## config.mk

```make
export PLATFORM = sky130hd
export DESIGN_NAME = timer_irq_ctrl
export DESIGN_NICKNAME = d
export VERILOG_FILES = /design/src/rtl/timer_irq_ctrl.sv
export SDC_FILE = /design/constraint.sdc
export NUM_CORES = 1
export LEC_CHECK = 0
export ABC_CLOCK_PERIOD_IN_PS = 8300
export BUFFER_PORTS_ARGS = -buffer_cell sky130_fd_sc_hd__buf_2
export CORE_ASPECT_RATIO = 0.8
export CORE_UTILIZATION = 59
export DETAILED_ROUTE_END_ITERATION = 8
export PLACE_DENSITY = 0.78
export SETUP_SLACK_MARGIN = 0.2
export SLEW_MARGIN = 20
export SYNTH_ARGS = -nofsm -noshare
export SYNTH_HDL_FRONTEND = slang
export SYNTH_SLANG_ARGS = --single-unit
export TNS_END_PERCENT = 100
```

## constraint.sdc

```tcl
create_clock -name clock -period 8.3 [get_ports clock]
set_clock_uncertainty 0.2 [all_clocks]
set_input_delay 0 -clock clock [delete_from_list [all_inputs] [get_ports clock]]
set_output_delay 0 -clock clock [all_outputs]
set_load 0.1 [all_outputs]
```

## src/rtl/timer_irq_ctrl.sv

```systemverilog
// Machine-timer controller: 64-bit uptime counter driven by a prescaler,
// 64-bit compare with one-shot/periodic re-arm, W1C pending flag and a
// registered level interrupt. Bus reads have one cycle of latency.
module timer_irq_ctrl #(
  parameter int unsigned CLK_DIV   = 100,
  parameter logic [63:0] RESET_CMP = 64'hFFFF_FFFF_FFFF_FFFF
) (
  input  logic        clock,
  input  logic        reset,
  input  logic        sel,
  input  logic        we,
  input  logic [31:0] addr,
  input  logic [31:0] din,
  output logic [31:0] dout,
  output logic        irq
);

  localparam int unsigned PW        = (CLK_DIV > 1) ? $clog2(CLK_DIV) : 1;
  localparam logic [PW-1:0] PRESC_MAX = PW'(CLK_DIV - 1);

  localparam logic [2:0] A_MTIME_LO = 3'd0;
  localparam logic [2:0] A_MTIME_HI = 3'd1;
  localparam logic [2:0] A_CMP_LO   = 3'd2;
  localparam logic [2:0] A_CMP_HI   = 3'd3;
  localparam logic [2:0] A_PERIOD   = 3'd4;
  localparam logic [2:0] A_CTRL     = 3'd5;

  typedef enum logic [1:0] {
    ST_IDLE  = 2'd0,
    ST_ARMED = 2'd1,
    ST_FIRED = 2'd2
  } state_e;

  state_e        state_q, state_d;
  logic [PW-1:0] presc_q, presc_d;
  logic [63:0]   mtime_q, mtime_d;
  logic [63:0]   cmp_q, cmp_d;
  logic [31:0]   period_q, period_d;
  logic          en_q, en_d;
  logic          periodic_q, periodic_d;
  logic          ie_q, ie_d;
  logic          pend_q, pend_d;
  logic [31:0]   dout_q, dout_d;
  logic          irq_q, irq_d;

  logic [2:0]    reg_idx;
  logic          wr, rd;
  logic          wr_mtime_lo, wr_mtime_hi, wr_cmp_lo, wr_cmp_hi, wr_period, wr_ctrl;
  logic          tick, hit, reload;
  logic [31:0]   rdata;
  logic          unused_addr;

  assign reg_idx     = addr[4:2];
  assign wr          = sel & we;
  assign rd          = sel & ~we;
  assign wr_mtime_lo = wr && (reg_idx == A_MTIME_LO);
  assign wr_mtime_hi = wr && (reg_idx == A_MTIME_HI);
  assign wr_cmp_lo   = wr && (reg_idx == A_CMP_LO);
  assign wr_cmp_hi   = wr && (reg_idx == A_CMP_HI);
  assign wr_period   = wr && (reg_idx == A_PERIOD);
  assign wr_ctrl     = wr && (reg_idx == A_CTRL);
  assign unused_addr = ^{addr[31:5], addr[1:0]};

  assign tick = (presc_q == PRESC_MAX);
  assign hit  = (mtime_q >= cmp_q);

  // Prescaler and uptime counter; a bus write to either mtime half wins over a tick
  always_comb begin
    presc_d = presc_q + PW'(1);
    mtime_d = mtime_q;
    if (tick) begin
      presc_d = '0;
      mtime_d = mtime_q + 64'd1;
    end
    if (wr_mtime_lo) begin
      presc_d = '0;
      mtime_d = {mtime_q[63:32], din};
    end else if (wr_mtime_hi) begin
      presc_d = '0;
      mtime_d = {din, mtime_q[31:0]};
    end
  end

  // Arm/fire FSM plus control, compare and period register updates
  always_comb begin
    state_d    = state_q;
    en_d       = en_q;
    periodic_d = periodic_q;
    ie_d       = ie_q;
    pend_d     = pend_q;
    period_d   = period_q;
    reload     = 1'b0;

    if (wr_ctrl) begin
      en_d       = din[0];
      periodic_d = din[1];
      ie_d       = din[2];
      if (din[3]) begin
        pend_d = 1'b0;
      end
    end
    if (wr_period) begin
      period_d = din;
    end

    unique case (state_q)
      ST_IDLE: begin
        if (wr_ctrl && din[0]) begin
          state_d = ST_ARMED;
        end
      end
      ST_ARMED: begin
        if (wr_ctrl && !din[0]) begin
          state_d = ST_IDLE;
        end else if (hit) begin
          pend_d = 1'b1;
          if (periodic_q) begin
            reload = 1'b1;
          end else begin
            en_d    = 1'b0;
            state_d = ST_FIRED;
          end
        end
      end
      ST_FIRED: begin
        if (wr_ctrl && din[0]) begin
          state_d = ST_ARMED;
        end
      end
      default: state_d = ST_IDLE;
    endcase

    cmp_d = cmp_q;
    if (wr_cmp_lo) begin
      cmp_d = {cmp_q[63:32], din};
    end else if (wr_cmp_hi) begin
      cmp_d = {din, cmp_q[31:0]};
    end else if (reload) begin
      cmp_d = cmp_q + {32'b0, period_q};
    end
  end

  // Read mux and registered outputs; reads see pre-edge register values
  always_comb begin
    rdata = '0;
    unique case (reg_idx)
      A_MTIME_LO: rdata = mtime_q[31:0];
      A_MTIME_HI: rdata = mtime_q[63:32];
      A_CMP_LO:   rdata = cmp_q[31:0];
      A_CMP_HI:   rdata = cmp_q[63:32];
      A_PERIOD:   rdata = period_q;
      A_CTRL:     rdata = {28'b0, pend_q, ie_q, periodic_q, en_q};
      default:    rdata = '0;
    endcase
    dout_d = rd ? rdata : dout_q;
    irq_d  = pend_q & ie_q;
  end

  // FSM state register
  always_ff @(posedge clock or posedge reset) begin
    if (reset) begin
      state_q <= ST_IDLE;
    end else begin
      state_q <= state_d;
    end
  end

  // Datapath registers
  always_ff @(posedge clock or posedge reset) begin
    if (reset) begin
      presc_q    <= '0;
      mtime_q    <= '0;
      cmp_q      <= RESET_CMP;
      period_q   <= '0;
      en_q       <= 1'b0;
      periodic_q <= 1'b0;
      ie_q       <= 1'b0;
      pend_q     <= 1'b0;
      dout_q     <= '0;
      irq_q      <= 1'b0;
    end else begin
      presc_q    <= presc_d;
      mtime_q    <= mtime_d;
      cmp_q      <= cmp_d;
      period_q   <= period_d;
      en_q       <= en_d;
      periodic_q <= periodic_d;
      ie_q       <= ie_d;
      pend_q     <= pend_d;
      dout_q     <= dout_d;
      irq_q      <= irq_d;
    end
  end

  assign dout = dout_q;
  assign irq  = irq_q;

endmodule

```

==> flow_summary.yaml, run 1 <==
sta:
  timing.fmax_ghz: 0.212
  period_minus_slack_ps: 4730
  rsz0062_at_grt: "false"
  period_share_pct: 57.0
  slew_headroom_pct: 23.2
  setup_tns_ps: 0
  holdWs_ps: -22.8
  slew_viol_final: 0
  setup_violations: 0
  finalHoldViolations: 6
  worst_pin_slew_ps: 1140
synthesis:
  synth-compound-area-share_pct: 24.6
  ys_seq_elements: 206
  synth_mux_area_share_pct: 4.53
  synth.cell_area_sq_um: 14700
  synth_xor_area_share_pct: 3.81
  yosys-top-cells-area: "dfrtp_1, dfstp_2, ha_1"
  synthArstFlopShare_pct: 100
  seq_area_frac_synth_pct: 35.5
  ys_types: 78
  yosysMostFrequentCell: "nand2_1"
  synth_warnings: 0
  yosys.area_share.simple_pct: 18.1
  synth-edff-count: 0
  synth_top_area_share_pct: 24.1
  synth_top_cells_by_count: "nand2_1, a21oi_1, o21ai_0"
  synthFlopType: "dfrtp_1"
  synth_area_per_cell_sq_um: 8.51
  synthAdderAreaFrac_pct: 8.46
  synth_top_family_by_area: "compound AO/OA/AOI/OAI gates"
  syn-num-nets: 1897
  synth_area_leader_cell: "dfrtp_1"
  syn-instance-count: 1730
die:
  die_h_um: 143
  ios: 101
  start_util_pct: 60.3
  die_w_um: 179
  die_area_sq_um: 25600
  num_rows: 51
  design.core.area_sq_um: 24400
power:
  p_leak_nw: 7.02
  seq_power_share_pct: 34.4
  total_power_mw: 5.00
  ir_drop_mv: 0.158
  p_int_mw: 2.75
  power.density_nw_per_um2: 304
  combPwrFrac_pct: 46.1
  switching_share_pct: 45.1
  power.share.clock_pct: 19.5
  p_sw_mw: 2.26
critical_path:
  path_class: "reg2reg"
  cp_slowest_cell: "a311oi_2"
  start_kind: "flop"
  crit_arrival_ps: 4980
  crit_chain: "inv_1 > ha_1 > a21oi_1 > o21ai_0 > a41o_1 > nand4_1 > a311oi_2 > o311a_1 > nand2_2 > buf_4 > or4_1 > a31oi_1"
  crit_path_end_kind: "flop"
  crit_required_ps: 8550
  crit_buf_inv: 2
  critPathMaxStageDelay_ps: 600
  path_delay_family: "compound AO/OA/AOI/OAI gates"
  crit_path_max_fanout: 60
placed_design:
  place.gp.congestion: 1.01
  port-buffer-count: 71
  post-dp-hpwl_um: 35500
  dpl-instance-area_sq_um: 15300
detailed_routing:
  drc: 0
  wl_per_cell_um: 24.0
  dr_total_vias: 14600
  top_layer_used: "met4"
  wl_met1_um: 21200
  first_pass_iters: 6
  vias_per_cell: 6.89
  dr_wl_met2_um: 20600
  routed_wl_um: 51000
  wl_met3_um: 7540
  antenna_left: 0
  drtIter0Drc: 1928
clock_tree:
  clock-root-buffer: "clkbuf_16"
  cts_tree: "done"
  numCtsBuffers: 23
  clk_pin_slew_ps: 60
  clock_sinks: 206
  cts_resized: 0
  clock_latency_ps: 530
  htreeDepth: 1
  clockBufferDepth: 3
hold_path:
  hp-class: "in2async"
cells_and_area:
  syn_to_final_growth_pct: 11.6
  stdcell_area_sq_um: 16400
  antenna_cells: 0
  drive_above_1_share_pct: 14.5
  nets: 1958
run_status:
  status: "finished with violations"
  violations: "hold timing"
global_route:
  grt_pass1_vias: 13400
  antenna_found_initial: 0
  grt_use_total_pct: 40.0
  grt_max_degree: 142
  grt_pass1_wl_um: 77600
  grt_overflow: 0
job:
  drv_cap: 0
per-stage QoR:
stage | hold WS, ps | cells | utilization, % | setup WS (ps)
after global routing | 50.3 | 2125 | 67.3 | 3560
after CTS | 9.18 | 2123 | 67.0 | 3860
after global placement | 81.2 | 2043 | 62.6 | 3920
after floorplan | -97.6 | 1730 | - | 2580
final | -22.8 | 2125 | 67.3 | 3570
after detailed placement | 86.6 | 2043 | 62.6 | 3890
worst paths after layout:
path / endpoint / from / slack [ps] / depth (start not counted)
max: cmp_q[52] / cmp_q[29] / 3570 / 12
min: dout[1] / reset / -20 / 3
max reg2reg: cmp_q[52] / cmp_q[29] / 3570 / 12
min reg2reg: presc_q[0] / presc_q[0] / 270 / 1
max in group asynchronous: dout[30] / reset / 6510 / 4
min in group clock: dout[31] / addr[2] / 30 / 4
per-layer routing:
metal  vias up  track usage (%)
met1      7010             58.2
met2      1005             55.7
met3       120             12.7
met4         0             12.7
met5         -                0
li1       6497                -
cells by family (layout without fill, tap and decap cells):
| family | count (synthesis) | count (layout) |
|---|---|---|
| flip-flops | 206 | 206 |
| AO/OA/AOI/OAI | 569 | 569 |
| adder cells (fa/ha/maj) | 99 | 99 |
| AND/OR/NAND/NOR | 545 | 545 |
| buffers and inverters | 185 | 262 |
| XOR/XNOR | 64 | 64 |
| multiplexers | 62 | 62 |
flip-flops by register name, indices dropped and copies added, names as in the netlist:
register    flops
periodic_q      1
en_q            1
ie_q            1
mtime_q        64
presc_q         7
dout           32
pend_q          1
period_q       32
cmp_q          64
state_q         2
irq             1
cells in the final DEF (no fill, tap or decap), types with 32 or more instances in the layout:
| cell | instances |
|---|---|
| o21ai_0 | 154 |
| nor2_1 | 116 |
| xor2_1 | 34 |
| buf_2 | 71 |
| nand4_1 | 32 |
| nand2_1 | 185 |
| nand3_1 | 64 |
| inv_1 | 89 |
| o22ai_1 | 33 |
| dlygate4sd3_1 | 39 |
| mux2_2 | 37 |
| a22oi_1 | 45 |
| a21oi_1 | 154 |
| dfrtp_1 | 142 |
| dfstp_2 | 64 |
| ha_1 | 98 |
area by class of cell:
class	instances	area (sq um)
Sequential cell	206	5240
Clock inverter	8	51.3
Fill cell	2022	8000
Clock buffer	33	643
Tap cell	318	398
Inverter	90	345
Multi-Input combinational cell	1339	8830
Timing Repair Buffer	131	943
timing repair:
action / 4_1_cts / 5_1_grt
buffers inserted: 0 / 0
hold endpoints to repair: 261 / 0
hold buffers: 39 / 0
power groups by stage:
stage	registers, mW	logic (mW)	clock network, mW
global route	1.75	2.51	1.02
CTS	1.70	2.24	0.978
floorplan	1.80	1.51	0
finish	1.72	2.30	0.976
detailed placement	1.71	2.21	0
global placement	1.70	2.14	0
tightest hold or removal path, delay by kind of cell:
kind	cells	cell delay [ps]
buf+inv	3	1270
(Power assumes the default switching activity.)
==> inputs of run 2 (changes only) <==
--- a/config.mk
+++ b/config.mk
@@ -5,10 +5,11 @@
 export SDC_FILE = /design/constraint.sdc
 export NUM_CORES = 1
 export LEC_CHECK = 0
-export ABC_CLOCK_PERIOD_IN_PS = 8300
+export ABC_AREA = 1
+export ABC_CLOCK_PERIOD_IN_PS = 4250
 export BUFFER_PORTS_ARGS = -buffer_cell sky130_fd_sc_hd__buf_2
 export CORE_ASPECT_RATIO = 0.8
-export CORE_UTILIZATION = 59
+export CORE_UTILIZATION = 57
 export DETAILED_ROUTE_END_ITERATION = 8
 export PLACE_DENSITY = 0.78
 export SETUP_SLACK_MARGIN = 0.2
==> constraint.sdc (replaced) <==
create_clock -name clock -period 4.25 [get_ports clock]
set_clock_uncertainty 0.2 [all_clocks]
set_input_delay 0 -clock clock [delete_from_list [all_inputs] [get_ports clock]]
set_output_delay 0 -clock clock [all_outputs]
set_load 0.1 [all_outputs]
==> run 2 against run 1 <==
Effect of this change:
- register-to-register slack worse by 3000 ps
- largest cell class unchanged
- sequential power is 110% higher
- first-iteration DRC count is 65% higher
- cell count is 53% higher
- die area is 23% higher
- core utilization is 3.2 points lower
- non-clock buffer count is 4 higher
- power is 120% higher
- critical endpoint is now cmp_q[31]
- the run still ends with hold timing left
- clock power is 120% higher
- critical path depth stayed put
- final area is 18% higher
==> flow_summary.yaml, run 2 <==
power:
  power.density_nw_per_um2: 570
  total_power_mw: 11.1
  ir_drop_mv: 0.501
  p_leak_nw: 9.67
synthesis:
  seq_area_frac_synth_pct: 29.8
  ys_types: 54
  synth_top_cells_by_count: "nand2_1, inv_1, nand3_1"
  yosys-top-cells-area: "dfrtp_1, nand2_1, dfstp_2"
  synthFlopType: "dfrtp_1"
  synth_top_area_share_pct: 20.2
  synth-edff-count: 0
  ys_seq_elements: 206
  yosysMostFrequentCell: "nand2_1"
  syn-instance-count: 2752
  synth_area_per_cell_sq_um: 6.39
  synth_warnings: 0
  syn-num-nets: 2919
  synthArstFlopShare_pct: 100
  synth_area_leader_cell: "dfrtp_1"
  synth.cell_area_sq_um: 17600
placed_design:
  dpl-instance-area_sq_um: 18200
  post-dp-hpwl_um: 57200
  place_inst: 3171
  port-buffer-count: 71
  place.gp.congestion: 1.06
cells_and_area:
  multi_input_area_sq_um: 10500
  final_cell_mix: "nand2_1, inv_1, nand3_1"
  stdcell_area_sq_um: 19500
  nets: 2996
  fin_util_pct: 64.0
  layout_commonest_cell: "nand2_1"
  seq_area_sq_um: 5240
  reg_top3: "cmp_q (64), mtime_q (64)"
  fin_cells: 3261
  fillCellCount: 2748
  drive_above_1_share_pct: 9.21
  syn_to_final_growth_pct: 10.7
critical_path:
  crit_path_end_kind: "flop"
  start_kind: "flop"
  rr_worst_depth: 12
  critPathMaxStageDelay_ps: 640
  cp_slowest_cell: "buf_4"
  crit-reg2reg-launch: "cmp_q[59]"
  r2r_slack_ps: 610
  crit_top_cell: "a21oi_1"
  path_class: "reg2reg"
  crit_path_max_fanout: 62
  reg2reg_to: "cmp_q[31]"
  crit_chain: "inv_1 > ha_1 > a21oi_1 > o21ai_0 > a21oi_1 > nand2_1 > a21oi_1 > nand3_2 > nand3_2 > buf_4 > nand3_1 > nand2_1"
  crit_required_ps: 4540
  crit_arrival_ps: 3930
clock_tree:
  clock-root-buffer: "clkbuf_16"
  htreeDepth: 1
  clk_pin_slew_ps: 60
  clock_sinks: 206
  numCtsBuffers: 24
  cts_tree: "done"
  post-cts-setup-buffers: 0
  clock_latency_ps: 580
  clockBufferDepth: 3
detailed_routing:
  wl_met1_um: 28800
  antenna_left: 0
  drc: 0
  first_pass_iters: 7
  routed_wl_um: 75200
  drtIter0Drc: 3189
  wl_met3_um: 11000
  wl_per_cell_um: 23.1
  dr_total_vias: 20500
  top_layer_used: "met4"
  vias_per_cell: 6.29
  dr_wl_met2_um: 31100
sta:
  timing.fmax_ghz: 0.275
  setup_violations: 0
  setup_tns_ps: 0
  slew_headroom_pct: 28.2
  period_share_pct: 85.7
  rsz0062_at_grt: "false"
  slew_viol_final: 0
  period_minus_slack_ps: 3640
  holdWs_ps: -40.2
  worst_pin_slew_ps: 1080
  finalHoldViolations: 19
global_route:
  antenna_found_initial: 0
  grt_overflow: 0
  grt_max_degree: 148
  grt_pass1_vias: 18900
  grt_pass1_wl_um: 112000
  grt_use_total_pct: 47.2
die:
  design.core.area_sq_um: 30400
  die_h_um: 159
  ios: 101
  num_rows: 57
  die_w_um: 198
  die_area_sq_um: 31600
  start_util_pct: 57.9
run_status:
  status: "finished with violations"
  violations: "hold timing"
hold_path:
  hp-class: "in2async"
job:
  drv_cap: 0
## run 2: cell types whose count changed after synthesis, moves of 28 or more
cell / delta
a21oi_1: -42
a22oi_1: -44
clkbuf_1: -30
inv_1: +276
mux2_2: -37
nand2_1: +731
nand3_1: +147
nand4_1: +28
nor2_1: +76
o21ai_1: +30
o221ai_1: +49
xnor2_1: -29
## run 2: how the worst max path moves through the flow
stage                    from         to  slack (ps)  cells past startpoint
finish              cmp_q[59]  cmp_q[31]         610                     12
global placement    cmp_q[62]  cmp_q[59]         980                     12
detailed placement  cmp_q[62]  cmp_q[35]         910                     12
CTS                 cmp_q[62]  cmp_q[35]         910                     12
global route        cmp_q[59]  cmp_q[29]         630                     12
floorplan               reset    dout[0]        1430                      1
## run 2: cells by family after synthesis
logic type | synth area share, %
simple gates | 36.4
xor+xnor | 0.996
compound gates | 15.2
buf+inv | 10.6
flops | 29.8
fa+ha+maj | 7.09
## run 2: metrics by stage
| step | hold WS (ps) | setup slack (ps) |
|---|---|---|
| 2_1_floorplan | -79.0 | 1430 |
| 3_3_place_gp | 92.1 | 983 |
| 3_5_place_dp | 94.7 | 909 |
| 4_1_cts | 51.8 | 907 |
| 5_1_grt | 105 | 630 |
| 6_report | -40.2 | 608 |
## run 2: worst max-delay path: cells and delay by family (launching register included)
kind                     cells  cell delay [ps]
adder cells (fa/ha/maj)      1              350
buffers and inverters        2              790
AND/OR/NAND/NOR              5              940
AO/OA/AOI/OAI                4              700
flip-flops                   1              570
## run 2: layout make-up
type	count	share of cell area, %
diodes	2	0.0257
clock inverters	12	0.701
well taps	413	2.66
repair buffers	135	4.94
inverters	387	7.49
flip-flops and latches	206	26.9
multi-input cells	2075	54.0
clock buffers	31	3.32
## run 2: power breakdown
part / switching (mW) / leakage [nW] / internal [mW] / total [mW]
sequential: 0.866 / 2.43 / 2.70 / 3.57
clock: 0.962 / 0.376 / 1.20 / 2.17
combinational: 3.75 / 6.86 / 1.61 / 5.37
## run 2: timing repair
action / in CTS / in global routing
hold endpoints to repair: 378 / 0
hold buffers: 45 / 0
gates resized for setup: 0 / 0
## run 2: routing by layer
layer	vias up	global-route usage (%)
li1	9212	-
met1	9509	63.6
met2	1513	68.7
met3	290	15.4
met4	0	21.3
met5	-	0
